File: src/rtl/defender_pkg.sv
// Shared screen geometry and coordinate type for the player, collision and render blocks.
package defender_pkg;

    localparam int unsigned W        = 10;
    localparam int unsigned X_INIT   = 320;
    localparam int unsigned Y_PLAYER = 420;
    localparam int unsigned X_MIN    = 90;
    localparam int unsigned X_MAX    = 550;
    localparam int unsigned PARK_Y   = 470;

    typedef logic [W-1:0] coord_t;

    typedef enum logic [1:0] {
        MOVE_HOLD  = 2'd0,
        MOVE_LEFT  = 2'd1,
        MOVE_RIGHT = 2'd2
    } move_t;

endpackage

File: src/rtl/proj_slot.sv
// One projectile slot: spawns at the player, climbs each tick, parks on hit or top of screen.
module proj_slot #(
    parameter int unsigned W         = defender_pkg::W,
    parameter int unsigned Y_SPAWN   = defender_pkg::Y_PLAYER,
    parameter int unsigned PROJ_STEP = 2,
    parameter int unsigned PARK_Y    = defender_pkg::PARK_Y
) (
    input  logic         dclk,
    input  logic         clr_n,
    input  logic         play,
    input  logic         tick,
    input  logic         spawn,
    input  logic [W-1:0] spawn_x,
    input  logic         collide,
    output logic [W-1:0] x,
    output logic [W-1:0] y,
    output logic         active
);

    always_ff @(posedge dclk or negedge clr_n) begin
        if (!clr_n) begin
            x      <= '0;
            y      <= W'(PARK_Y);
            active <= 1'b0;
        end else if (!play || (collide && active)) begin
            // A hit parks the slot on any edge; spawn only ever targets inactive slots.
            x      <= '0;
            y      <= W'(PARK_Y);
            active <= 1'b0;
        end else if (tick && spawn) begin
            x      <= spawn_x;
            y      <= W'(Y_SPAWN);
            active <= 1'b1;
        end else if (tick && active) begin
            if (y >= W'(PROJ_STEP)) begin
                y <= y - W'(PROJ_STEP);
            end else begin
                x      <= '0;
                y      <= W'(PARK_Y);
                active <= 1'b0;
            end
        end
    end

endmodule

File: src/rtl/player_multi.sv
// Player ship movement, fire cooldown and lowest-free-slot allocation over a pool of projectiles.
module player_multi #(
    parameter int unsigned N_PROJ      = 4,
    parameter int unsigned W           = defender_pkg::W,
    parameter int unsigned X_INIT      = defender_pkg::X_INIT,
    parameter int unsigned Y_PLAYER    = defender_pkg::Y_PLAYER,
    parameter int unsigned X_MIN       = defender_pkg::X_MIN,
    parameter int unsigned X_MAX       = defender_pkg::X_MAX,
    parameter int unsigned PLAYER_STEP = 1,
    parameter int unsigned PROJ_STEP   = 2,
    parameter int unsigned PARK_Y      = defender_pkg::PARK_Y,
    parameter int unsigned COOLDOWN    = 8
) (
    input  logic                dclk,
    input  logic                clr_n,
    input  logic                tick,
    input  logic                play,
    input  logic                left,
    input  logic                right,
    input  logic                shoot,
    input  logic [N_PROJ-1:0]   collide,
    output logic [W-1:0]        player_x,
    output logic [W-1:0]        player_y,
    output logic [N_PROJ*W-1:0] proj_x,
    output logic [N_PROJ*W-1:0] proj_y,
    output logic [N_PROJ-1:0]   proj_active,
    output logic                fire_ack
);

    import defender_pkg::*;

    logic [W-1:0]      cooldown;
    logic [W-1:0]      x_next;
    logic [W:0]        x_dec;
    logic [W:0]        x_inc;
    move_t             move;
    logic [N_PROJ-1:0] sel;
    logic [N_PROJ-1:0] spawn;
    logic              found;
    logic              fire;

    assign player_y = W'(Y_PLAYER);

    assign x_dec = {1'b0, player_x} - (W+1)'(PLAYER_STEP);
    assign x_inc = {1'b0, player_x} + (W+1)'(PLAYER_STEP);

    always_comb begin
        move = MOVE_HOLD;
        if (left && !right) begin
            move = MOVE_LEFT;
        end else if (right && !left) begin
            move = MOVE_RIGHT;
        end
    end

    // The extra bit of x_dec catches a borrow so small x never wraps past X_MIN.
    always_comb begin
        x_next = player_x;
        case (move)
            MOVE_LEFT:  x_next = (x_dec[W] || (x_dec < (W+1)'(X_MIN))) ? W'(X_MIN) : x_dec[W-1:0];
            MOVE_RIGHT: x_next = (x_inc > (W+1)'(X_MAX)) ? W'(X_MAX) : x_inc[W-1:0];
            default:    x_next = player_x;
        endcase
    end

    // Allocation looks only at the pre-edge active mask, so a slot freed by a hit waits a tick.
    always_comb begin
        sel   = '0;
        found = 1'b0;
        for (int unsigned i = 0; i < N_PROJ; i++) begin
            if (!proj_active[i] && !found) begin
                sel[i] = 1'b1;
                found  = 1'b1;
            end
        end
    end

    assign fire  = play && tick && shoot && (cooldown == '0) && found;
    assign spawn = fire ? sel : '0;

    always_ff @(posedge dclk or negedge clr_n) begin
        if (!clr_n) begin
            player_x <= W'(X_INIT);
            cooldown <= '0;
            fire_ack <= 1'b0;
        end else if (!play) begin
            player_x <= W'(X_INIT);
            cooldown <= '0;
            fire_ack <= 1'b0;
        end else begin
            fire_ack <= fire;
            if (tick) begin
                player_x <= x_next;
                if (fire) begin
                    cooldown <= W'(COOLDOWN);
                end else if (cooldown != '0) begin
                    cooldown <= cooldown - W'(1);
                end
            end
        end
    end

    for (genvar i = 0; i < N_PROJ; i++) begin : g_slot
        proj_slot #(
            .W         (W),
            .Y_SPAWN   (Y_PLAYER),
            .PROJ_STEP (PROJ_STEP),
            .PARK_Y    (PARK_Y)
        ) u_slot (
            .dclk    (dclk),
            .clr_n   (clr_n),
            .play    (play),
            .tick    (tick),
            .spawn   (spawn[i]),
            .spawn_x (player_x),
            .collide (collide[i]),
            .x       (proj_x[i*W +: W]),
            .y       (proj_y[i*W +: W]),
            .active  (proj_active[i])
        );
    end

endmodule

File: config.mk
export PLATFORM = sky130hd
export DESIGN_NAME = player_multi
export DESIGN_NICKNAME = d
export VERILOG_FILES = /design/src/rtl/defender_pkg.sv /design/src/rtl/proj_slot.sv /design/src/rtl/player_multi.sv
export SDC_FILE = /design/constraint.sdc
export NUM_CORES = 1
export LEC_CHECK = 0
export ABC_AREA = 1
export CORE_ASPECT_RATIO = 1.5
export CORE_MARGIN = 2
export CORE_UTILIZATION = 65
export DETAILED_ROUTE_END_ITERATION = 10
export DONT_BUFFER_PORTS = 1
export PLACE_DENSITY = 0.81
export REMOVE_ABC_BUFFERS = 1
export SETUP_SLACK_MARGIN = 0.4
export SLEW_MARGIN = 20
export SYNTH_ARGS = -nofsm -noshare
export SYNTH_HDL_FRONTEND = slang
export SYNTH_HIERARCHICAL = 1
export SYNTH_SLANG_ARGS = --single-unit
File: constraint.sdc
create_clock -name dclk -period 3.5 [get_ports dclk]
set_clock_uncertainty 0.15 [all_clocks]
set_input_delay 0.875 -clock dclk [delete_from_list [all_inputs] [get_ports dclk]]
set_output_delay 0.875 -clock dclk [all_outputs]
set_load 0.01 [all_outputs]
### Yosys cells after proc, flatten, opt, wreduce, memory -nomap -nowiden

Cells that the tools add are included.
W data, S select, Z words.

* register bits: 105
* bits of input ports: 11
* output and inout port bits: 105

* add/sub/neg operators: 7
* $lt $le $gt $ge: 6
* equality and inequality tests: 9
* multiplexer cells: 68
* reduce and logical (&&, ||, !) cells: 46

Operator list (count)
* $mux W10: 40
* $ge A10 B2 Y1 const B: 4
* $sub A10 B2 Y10 const B: 4
* $mux W1: 24
* $logic_and A1 B1 Y1: 21
* $pmux W10 S2: 1
* $ne A3 B1 Y1 const B: 6
* $reduce_and A2 Y1: 6
* $reduce_bool A3 Y1: 4
* $add A10 B1 Y11 const B: 1
* $gt A11 B10 Y1 const B: 1
* $lt A11 B7 Y1 const B: 1
* $sub A10 B1 Y11 const B: 1
* $logic_not A10 Y1: 1
* $reduce_bool A10 Y1: 1
* $sub A10 B1 Y10 const B: 1
* $logic_not A1 Y1: 8
* $logic_or A1 B1 Y1: 5
* $mux W2: 2
* $mux W4: 1
* $eq A2 B1 Y1 const B: 1
* $eq A2 B2 Y1 const B: 1
* $ne A2 B2 Y1 const B: 1

### Logic depth before layout (Yosys ltp)

Gate-level depths: netlist (run 1).

* depth in word-level cells: 14
* gate-level depth with buffers: 15
* mapped depth without buffers: 15

### By module

The synthesis (run 1) kept the hierarchy.

By module, submodules not included
* proj_slot: times used 4, cells each 133, area an instance 1151.1 um^2, seq. area each 508.0 um^2
* player_multi: times used 1, cells each 290, area an instance 1969.4 um^2, seq. area each 528.0 um^2

### Worst setup path after synthesis (run 1)

No wires, ideal clock.

* path kind: input-to-reg
* from: input play
* to: register g_slot[1].u_slot.active
* data arrival time: 2.347 ns
* data required time: 3.234 ns
* setup slack: 0.887 ns
* stages: 13
* path buffers: 1
* cells stage by stage: inv_2 nor2_4 nand4_4 nor2_4 inv_1 nor3b_1 nand2_4 nand3_2 o21bai_4 nand2_4 buf_12 nand2_2 nand2_2

* longest elaborated chain between the ends: 8
* elaborated cells on any way between the ends: 13
* classes of those cells: eq/ne: 1; mux: 3; reduce/logical: 9

Ends and longest elaborated chain
* from (decl): RTL line player_multi.sv:17 `input logic play,`
* $logic_and A1 B1 Y1 (*) (4 in series): RTL line player_multi.sv:78 `assign fire = play && tick && shoot && (cooldown == '0) && found;`
* $mux W4 (*): RTL line player_multi.sv:79 `assign spawn = fire ? sel : '0;`
* net spawn[1]: RTL line player_multi.sv:38 `logic [N_PROJ-1:0] spawn;`
* $logic_and A1 B1 Y1 (*): RTL line proj_slot.sv:30 `end else if (tick && spawn) begin`
* $ne A3 B1 Y1 (no line), or another cell as far along
* $reduce_and A2 Y1 (no line) or $mux W1 (tied branches)
* to (signal assigned): RTL line proj_slot.sv:29 `active <= 1'b0;`
* to (signal assigned): RTL line proj_slot.sv:33 `active <= 1'b1;`
* to (signal assigned): RTL line proj_slot.sv:40 `active <= 1'b0;`
* to (decl): RTL line proj_slot.sv:17 `output logic active`

The timed path passes the listed nets; every way through them passes the cells marked *.
A chain may end at the register's enable or synchronous reset.

### Worst setup path after layout (run 1)

* from: register cooldown[0]
* to: register g_slot[1].u_slot.y[4]

* longest elaborated chain between the ends: 7
* elaborated cells on any way between the ends: 8
* classes of those cells: mux: 3; reduce/logical: 5

Ends and longest elaborated chain
* from (decl): RTL line player_multi.sv:32 `logic [W-1:0] cooldown;`
* from (signal assigned): RTL line player_multi.sv:95 `cooldown <= W'(COOLDOWN);`
* from (signal assigned): RTL line player_multi.sv:97 `cooldown <= cooldown - W'(1);`
* $logic_not A10 Y1 (*): RTL line player_multi.sv:78
* $logic_and A1 B1 Y1 (*) (2 in series): RTL line player_multi.sv:78
* $mux W4 (*): RTL line player_multi.sv:79
* net spawn[1]: RTL line player_multi.sv:38
* $logic_and A1 B1 Y1 (*): RTL line proj_slot.sv:30
* $mux W10: RTL line proj_slot.sv:30
* $mux W10: RTL line proj_slot.sv:25 `end else if (!play || (collide && active)) begin`
* to (signal assigned): RTL line proj_slot.sv:23 `y <= W'(PARK_Y);`
* to (signal assigned): RTL line proj_slot.sv:28 `y <= W'(PARK_Y);`
* to (signal assigned): RTL line proj_slot.sv:32 `y <= W'(Y_SPAWN);`
* to (decl): RTL line proj_slot.sv:16 `output logic [W-1:0] y,`

Marks and branches as above.

==> results.tsv, run 1 <==
stage	metric	value	unit
global_routing	grt_pass1_wl	25.4	mm
yosys	synth_edf_count	0	
detailed_routing	drt-initial-drc-count	343	
cells_and_area	syn_to_final_growth	2.85	%
cts	cts_hold_buf	0	
detailed_routing	wl_met2	8.15	mm
critical_path	cp-end-kind	register	
die	ios	116	
yosys	netlist_top_cells_area	dfrtp_1, nand2_1, dfstp_2	
detailed_routing	wl_per_cell	16.5	um
critical_path	required	3.63	ns
die	start_util	66.0	%
die	fp.dieH	127	um
yosys	ys_types	41	
global_routing	grt_pass1_vias	5340	
detailed_routing	drc	0	
min_path	hold_path.class	input pin to async pin	
timing	rsz0062_at_grt	no	
power_and_ir_drop	power_frac_seq	45.4	%
power_and_ir_drop	p_per_area	466	nW/um2
global_routing	antenna_found_initial	0	
cts	cts_tree	done	
power_and_ir_drop	net-switching-power	0.00106	W
yosys	synth-seq-cells	101	
timing	finalCriticalPeriod	2.78	ns
die	die_area	11000	um2
die	core-area	9970	um2
timing	worst_pin_slew	0.729	ns
timing	timing.final.crit_share	79.5	%
critical_path	r2r_end	g_slot[1].u_slot/y[4]	
yosys	yosys_warnings	6	
cts	clkSlewWorstSetupHoldPaths	0.07	ns
yosys	syn_avg_cell_area	8.00	um2
yosys	netlist_instances	822	
power_and_ir_drop	p_int	0.00210	W
cells_and_area	fin_nets	830	
power_and_ir_drop	p_leak	3.34	nW
timing	relSlewSlack	51.4	%
timing	hold_viol	0	
placement	port_buffers	0	
outcome	status	completed	
power_and_ir_drop	power	0.00315	W
global_routing	grt_usage	29.2	%
placement	dpl.hpwl	11.2	mm
power_and_ir_drop	ir_drop	0.305	mV
cts	clock_sinks	101	
cells_and_area	final_cell_mix	nand2_1, nand2_2, nor2_1, dfrtp_1, inv_1	
timing	setup_viol	0	
timing	drv_slew	0	
cts	cts_inserted_buffers	9	
yosys	netlist.area_leader.share	28.5	%
detailed_routing	vias	5378	
cts	postCtsSetupBuffers	0	
yosys	synthArstFlopShare	100	%
yosys	syn_area	6570	um2
flow_run	maxCapViolations	0	
critical_path	cp.arrival	2.91	ns
timing	fmax	0.359	GHz
critical_path	crit_fanout	12	
yosys	synth-seq-area-share	38.9	%
detailed_routing	wirelength	15.4	mm
detailed_routing	met3_length	1.12	mm
cells_and_area	diodes	0	
cts	cts_resized	0	
cts	clock_path_buffers	2	
critical_path	r2r_slack	0.72	ns
timing	fin_setup_tns	0	ns
detailed_routing	dr.pass1.iters	5	
yosys	synth_top_area_cell	dfrtp_1	
cts	clk_latency	0.34	ns
power_and_ir_drop	swShare	33.5	%
placement	place_congestion	0.951	
critical_path	reg2reg_from	cooldown[0]	
cts	cts_root_buffer	clkbuf_16	
cells_and_area	final_common_cell	nand2_1	
detailed_routing	ant_nets	0	
detailed_routing	drt-met1-wl	5.72	mm
detailed_routing	via_per_inst	5.76	
power_and_ir_drop	clockPowerShare	30.7	%
global_routing	grt_max_degree	102	
cells_and_area	layout-drive-gt1-share	24.1	%
power_and_ir_drop	p_comb_share	23.9	%
die	rows	45	
die	die_w	86.1	um
critical_path	crit_type	register to register	
critical_path	cp-start-kind	register	
cts	ctsHtreeMaxLevel	3	
critical_path	reg2regPathDepth	15	
detailed_routing	top_layer	met4	
global_routing	overflow	0	
yosys	synthFlopType	dfrtp_1	
[synth_stat cells (9+ instances only)]
cell type,number
nand2_1,228
nand2_2,84
dfrtp_1,75
nor2_1,75
inv_1,66
nand3_1,47
dfstp_2,26
o21ai_0,26
buf_4,20
nor2_4,17
nor2_2,15
xor2_1,14
nand3b_1,13
nand2_4,10
nand4_1,10
o21ai_1,9
[worst max-delay path by stage]
stage                                       end  slack (ns)         from
after floorplan           g_slot[1].u_slot/y[4]        0.83         play
after global placement    g_slot[1].u_slot/y[4]        0.63         play
after detailed placement  g_slot[1].u_slot/y[4]        0.52         play
after CTS                 g_slot[1].u_slot/y[4]        0.57  cooldown[0]
after global routing      g_slot[1].u_slot/y[4]        0.43  cooldown[0]
final                     g_slot[1].u_slot/y[4]        0.72  cooldown[0]
[flip-flops by register name, summed over array words and instances, names as in the netlist]
register and count:
g_slot.u_slot/x 40, g_slot.u_slot/active 4, player_x 10, cooldown 10, g_slot.u_slot/y 36, fire_ack 1
[area by class of cell]
cell class	count	area, um2
Multi-Input combinational cell	624	3480
Fill cell	804	3200
Sequential cell	101	2560
Inverter	75	284
Clock buffer	12	236
Tap cell	117	146
Clock inverter	4	50.0
[metal layers]
layer | vias to the layer above | GRT usage (%)
li1 | 2550 | -
met1 | 2593 | 33.7
met5 | - | 0
met4 | 0 | 13.3
met3 | 39 | 8.14
met2 | 196 | 49.9
[cells by family after synthesis]
logic type | share of synthesized area (%)
other cells | 0.343
simple gates | 42.6
xor+xnor | 2.13
flops | 38.9
fa+ha+maj | 1.52
buf+inv | 8.66
compound gates | 5.81
[critical path: stages (launching register included)]
cell and delay, ns:
dfrtp_1 0.40, inv_1 0.10, ha_1 0.22, nand3_2 0.14, nor2_4 0.18, nand4_4 0.12
nor2_4 0.17, inv_1 0.12, nor3b_1 0.33, nand2_4 0.14, nor2_4 0.30, inv_2 0.11
nand2_1 0.07, nand2_1 0.05, nand2_1 0.06, nand2_1 0.04
[through the flow]
stage | utilization, % | area [um2] | std cells | worst slack [ns] | hold slack [ns]
2_1_floorplan | - | 6320 | 800 | 0.830 | 0.295
3_3_place_gp | 64.9 | 6460 | 917 | 0.632 | 0.314
3_5_place_dp | 64.9 | 6460 | 917 | 0.518 | 0.320
4_1_cts | 67.7 | 6750 | 933 | 0.574 | 0.0648
5_1_grt | 67.8 | 6760 | 933 | 0.433 | 0.0576
6_report | 67.8 | 6760 | 933 | 0.717 | 0.0747
[power by group through the flow]
stage	registers (W)	logic (W)	clock network, W
finish	0.00143	0.000752	0.000967
global route	0.00144	0.000842	0.00103
CTS	0.00143	0.000749	0.000990
detailed placement	0.00145	0.000743	0
global placement	0.00145	0.000713	0
floorplan	0.00141	0.000612	0
Note: power is estimated with default switching activity, not from simulation.
==> run 2, diff against run 1 <==
- CORE_UTILIZATION: 65 -> 58
- PLACE_DENSITY: 0.81 -> 0.76
- clock period: 3.5 -> 2.5 ns (I/O delays scaled with it)
==> results.tsv, run 2 (synthesis gave the netlist of run 1 again) <==
stage	metric	value	unit
outcome	status	finished, violations left	
outcome	failed_checks	hold timing	
flow_run	maxCapViolations	0	
detailed_routing	drc	0	
cells_and_area	top_regs	g_slot.u_slot/x x40, g_slot.u_slot/y x36	
global_routing	grtUsageMet1	32.3	%
detailed_routing	via_per_inst	5.59	
cells_and_area	final_cell_mix	nand2_1, nand2_2, nor2_1, dfrtp_1, inv_1	
placement	dpl.hpwl	11.8	mm
die	core-area	11100	um2
placement	placed_cells	969	
detailed_routing	drt-initial-drc-count	352	
timing	worst_pin_slew	0.557	ns
global_routing	met2_usage	52.5	%
power_and_ir_drop	clockPowerShare	29.7	%
timing	rsz0062_at_grt	yes	
power_and_ir_drop	swShare	34.2	%
global_routing	overflow	0	
cts	cts_tree	done	
power_and_ir_drop	p_leak	3.80	nW
power_and_ir_drop	p_comb_share	30.3	%
cells_and_area	final_common_cell	nand2_1	
cts	cts_inserted_buffers	9	
timing	fin_ws	0.138	ns
placement	pre_cts_ws	-0.0782	ns
cts	clkSlewWorstSetupHoldPaths	0.07	ns
power_and_ir_drop	p_int	0.00326	W
critical_path	crit_fanout	14	
timing	holdWs	-0.182	ns
critical_path	r2r_slack	0.14	ns
die	rows	47	
critical_path	crit_type	register to register	
cells_and_area	syn_to_final_growth	19.0	%
cells_and_area	fin_nets	901	
die	die_w	90.9	um
global_routing	grt_pass1_vias	5713	
global_routing	grt_max_degree	102	
die	die_area	12200	um2
cells_and_area	diodes	0	
global_routing	antenna_found_initial	0	
min_path	hold_path.class	input pin to async pin	
critical_path	cp-end-kind	register	
cells_and_area	instances_no_fill	1034	
cts	clock_path_buffers	2	
timing	fmax	0.423	GHz
global_routing	grt-busiest-layer	met2	
critical_path	cp.arrival	2.44	ns
detailed_routing	wirelength	18.4	mm
detailed_routing	dr.pass1.iters	5	
power_and_ir_drop	power_frac_seq	40.0	%
global_routing	grt_usage	29.2	%
cts	clk_latency	0.35	ns
placement	place_congestion	0.925	
power_and_ir_drop	ir_drop	0.388	mV
cells_and_area	regMostFlops	g_slot.u_slot/x	
timing	relSlewSlack	62.9	%
cts	ctsHtreeMaxLevel	3	
critical_path	reg2regPathDepth	13	
critical_path	r2r_end	g_slot[3].u_slot/active	
cts	cts_root_buffer	clkbuf_16	
die	fp.dieH	134	um
die	start_util	59.5	%
detailed_routing	ant_nets	0	
timing	finalCriticalPeriod	2.36	ns
timing	drv_slew	0	
timing	setup_viol	0	
cells_and_area	largest_reg_flops	40	
power_and_ir_drop	p_per_area	632	nW/um2
global_routing	grt_pass1_wl	28.5	mm
detailed_routing	wl_per_cell	17.8	um
detailed_routing	vias	5783	
global_routing	met3_usage	6.97	%
critical_path	required	2.58	ns
placement	port_buffers	0	
timing	hold_viol	92	
cts	clock_sinks	101	
critical_path	cp-start-kind	register	
timing	timing.final.crit_share	94.5	%
cells_and_area	layout-drive-gt1-share	36.0	%
power_and_ir_drop	net-switching-power	0.00169	W
critical_path	reg2reg_from	cooldown[0]	
die	ios	116	
[run 2: final cells by class]
| class | instances | area (um2) |
|---|---|---|
| timing repair buffer | 67 | 652 |
| tap | 147 | 184 |
| inverter | 75 | 292 |
| fill | 852 | 3230 |
| clock inverter | 4 | 56.3 |
| multi-input combinational | 628 | 3810 |
| sequential | 101 | 2570 |
| clock buffer | 12 | 256 |
[run 2: power groups by stage]
| stage | Clock, W | Combinational, W | Sequential (W) |
|---|---|---|---|
| floorplan | 0 | 0.000857 | 0.00197 |
| global placement | 0 | 0.00106 | 0.00199 |
| detailed placement | 0 | 0.00109 | 0.00200 |
| CTS | 0.00149 | 0.00125 | 0.00197 |
| global route | 0.00155 | 0.00163 | 0.00199 |
| finish | 0.00147 | 0.00150 | 0.00198 |
[run 2: layer usage]
metal  vias to the layer above  routed length, um
li1                       2704                  -
met5                         -                  0
met3                        52               1150
met4                         0                621
met2                       224               9950
met1                      2803               6690
[run 2: metrics by stage]
step,hold WS (ns),utilization [%],TNS [ns],power (W),area [um2]
floorplan,0.179,-,-0.0743,0.00283,6320
global placement,0.182,60.3,0,0.00306,6670
detailed placement,0.183,60.3,-0.848,0.00309,6670
CTS,-0.190,67.2,0,0.00471,7430
global route,-0.196,70.7,0,0.00517,7820
finish,-0.182,70.7,0,0.00495,7820
[run 2: worst max-delay path by stage]
stage                startpoint                      end  slack [ns]  cells after the start
floorplan           cooldown[0]    g_slot[1].u_slot/y[4]       -0.05                     15
global placement    cooldown[0]    g_slot[1].u_slot/x[4]       0.005                     13
detailed placement  cooldown[0]    g_slot[1].u_slot/y[9]       -0.08                     13
CTS                 cooldown[0]    g_slot[1].u_slot/x[9]        0.22                     14
global route        cooldown[0]    g_slot[1].u_slot/x[9]        0.01                     14
finish              cooldown[0]  g_slot[3].u_slot/active        0.14                     13
[run 2: timing repair]
item,4_1_cts,5_1_grt
pin swaps,19,31
setup buffers,20,22
gates resized for setup,45,53
cloned,4,3
endpoints found under the hold margin,101,101
setup endpoints to repair,90,97
[run 2: critical path, cell delays in order, from the launching register on]
cell and delay [ns]:
dfrtp_1 0.40, inv_2 0.09, ha_4 0.15, nand3_4 0.08, nor2_4 0.14, nand4_4 0.15, nor4b_4 0.28, buf_4 0.20
nand2_8 0.07, nand3_2 0.08, o21bai_4 0.16, nand2_8 0.13, nand2_2 0.09, nand2_2 0.07
==> RTL edit 1, RTL diff (flow settings as in run 2) <==
Change the parameter `N_PROJ` from 4 to 5.
--- a/src/rtl/player_multi.sv
+++ b/src/rtl/player_multi.sv
@@ -1,6 +1,6 @@
 // Player ship movement, fire cooldown and lowest-free-slot allocation over a pool of projectiles.
 module player_multi #(
-    parameter int unsigned N_PROJ      = 4,
+    parameter int unsigned N_PROJ      = 5,
     parameter int unsigned W           = defender_pkg::W,
     parameter int unsigned X_INIT      = defender_pkg::X_INIT,
     parameter int unsigned Y_PLAYER    = defender_pkg::Y_PLAYER,
Interface: changed (resized collide, proj_active, proj_x and proj_y); port bits go from 116 to 138. The function was not compared with the original's and may differ.
==> RTL edit 1 against run 2 <==
Final area grew 18%; wire length grew 18%; largest power group is now the clock network; total power grew 32%; via count grew 18%; non-clock buffer count grew 4; worst hold slack lost 0.067 ns; count of clock-buffer cells in the layout grew 6; worst setup slack lost 0.037 ns; sequential cell count grew 20; the flow still finishes with violations (hold timing); synthesized area grew 15%; global-route usage grew 0.73 points.
==> RTL edit 1: results (changes against run 2) <==
stage,metric,value,unit,change
outcome,run_status,"finished, violations left",,
outcome,violations,hold timing,,
timing,final_hold_viol_count,121,,+32%
logic_synthesis,ys_seq_area_share,40.4,%,+1.5 points
worst_setup_path,crit_arrival,2.56,ns,+0.12 ns
layout,multi_input_comb_cells,728,,+16%
route,met3_length,1570,um,+36%
layout,n_fill_cell,913,,+7.2%
layout,layout-drive-gt1-share,36.3,%,+0.36 points
logic_synthesis,synth_xor_area_share,1.25,%,-0.88 points
layout,clock_area_share,6.98,%,+3.0 points
place,dp.cells,1114,,+15%
layout,multi_input_area_share,48.1,%,-0.69 points
worst_setup_path,cp_max_fo,7,,-7
logic_synthesis,synth.avg_cell_area,8.01,sq um,+0.14%
logic_synthesis,synth_area_leaders,"dfrtp_1 29%, nand2_1 14%, dfstp_2 11%",,
logic_synthesis,yosysUniqueCellTypes,45,,+9.8%
power_and_ir_drop,p_int,0.00452,W,+39%
floorplan,n_tap_cell,159,,+8.2%
clock_tree,ctsResizeCount,62,,+38%
power_and_ir_drop,leakage,4.51,nW,+19%
clock_tree,clock_latency,0.42,ns,+0.07 ns
logic_synthesis,synth-compound-area-share,5.92,%,+0.11 points
timing,whs,-0.250,ns,-0.0674 ns
power_and_ir_drop,ir_worst_vdd,0.588,mV,+52%
layout,num-nonclk-buffers,71,,+6.0%
layout,buffer_area_share,6.09,%,-2.2 points
layout,nNonClkInverters,83,,+11%
grt,grt_pass1_wl,33300,um,+17%
route,viasPerCell,5.70,,+2.0%
grt,grt_max_degree,122,,+20%
[RTL edit 1: changes by cell type in the layout (fill, tap and decap cells not counted), sizes merged, moves of 3 or more]
cell | run 2 | this run
nand3b | 13 | 18
nand3 | 59 | 67
nand2 | 325 | 394
buf | 66 | 71
dfstp | 26 | 32
nor3 | 4 | 8
xor2 | 14 | 8
dfrtp | 75 | 89
and3 | 4 | 7
clkbuf | 13 | 18
inv | 74 | 86
clkinvlp | 0 | 3
bufinv | 1 | 5
nand4 | 16 | 23
[RTL edit 1: final timing paths]
kind,startpoint,endpoint,slack [ns],cells past startpoint
max in group asynchronous,clr_n,g_slot[3].u_slot/y[7]$_DFFE_PN1P_,2.19,0
setup / recovery,cooldown[1]$_DFFE_PN0P_,g_slot[1].u_slot/x[7]$_DFFE_PN0P_,0.10,15
min in group dclk,tick,g_slot[4].u_slot/y[1]$_DFFE_PN1P_,0.27,2
hold / removal,clr_n,g_slot[1].u_slot/x[1]$_DFFE_PN0P_,-0.25,0
hold reg to reg,g_slot[1].u_slot/y[4]$_DFFE_PN1P_,g_slot[1].u_slot/y[4]$_DFFE_PN1P_,0.37,2
setup reg to reg,cooldown[1]$_DFFE_PN0P_,g_slot[1].u_slot/x[7]$_DFFE_PN0P_,0.10,15
[RTL edit 1: critical path, cell delays in order, from the launching register on]
cell      delay [ns]
dfrtp_1         0.39
inv_2           0.08
ha_4            0.14
nand2_4         0.05
nor2_4          0.12
nand3_4         0.09
nor2_4          0.15
inv_4           0.08
buf_6           0.12
nor3b_4         0.21
nand2_4         0.11
nand3_2         0.10
o21bai_4        0.17
nand2_4         0.15
nand2_2         0.11
nand2_2         0.04
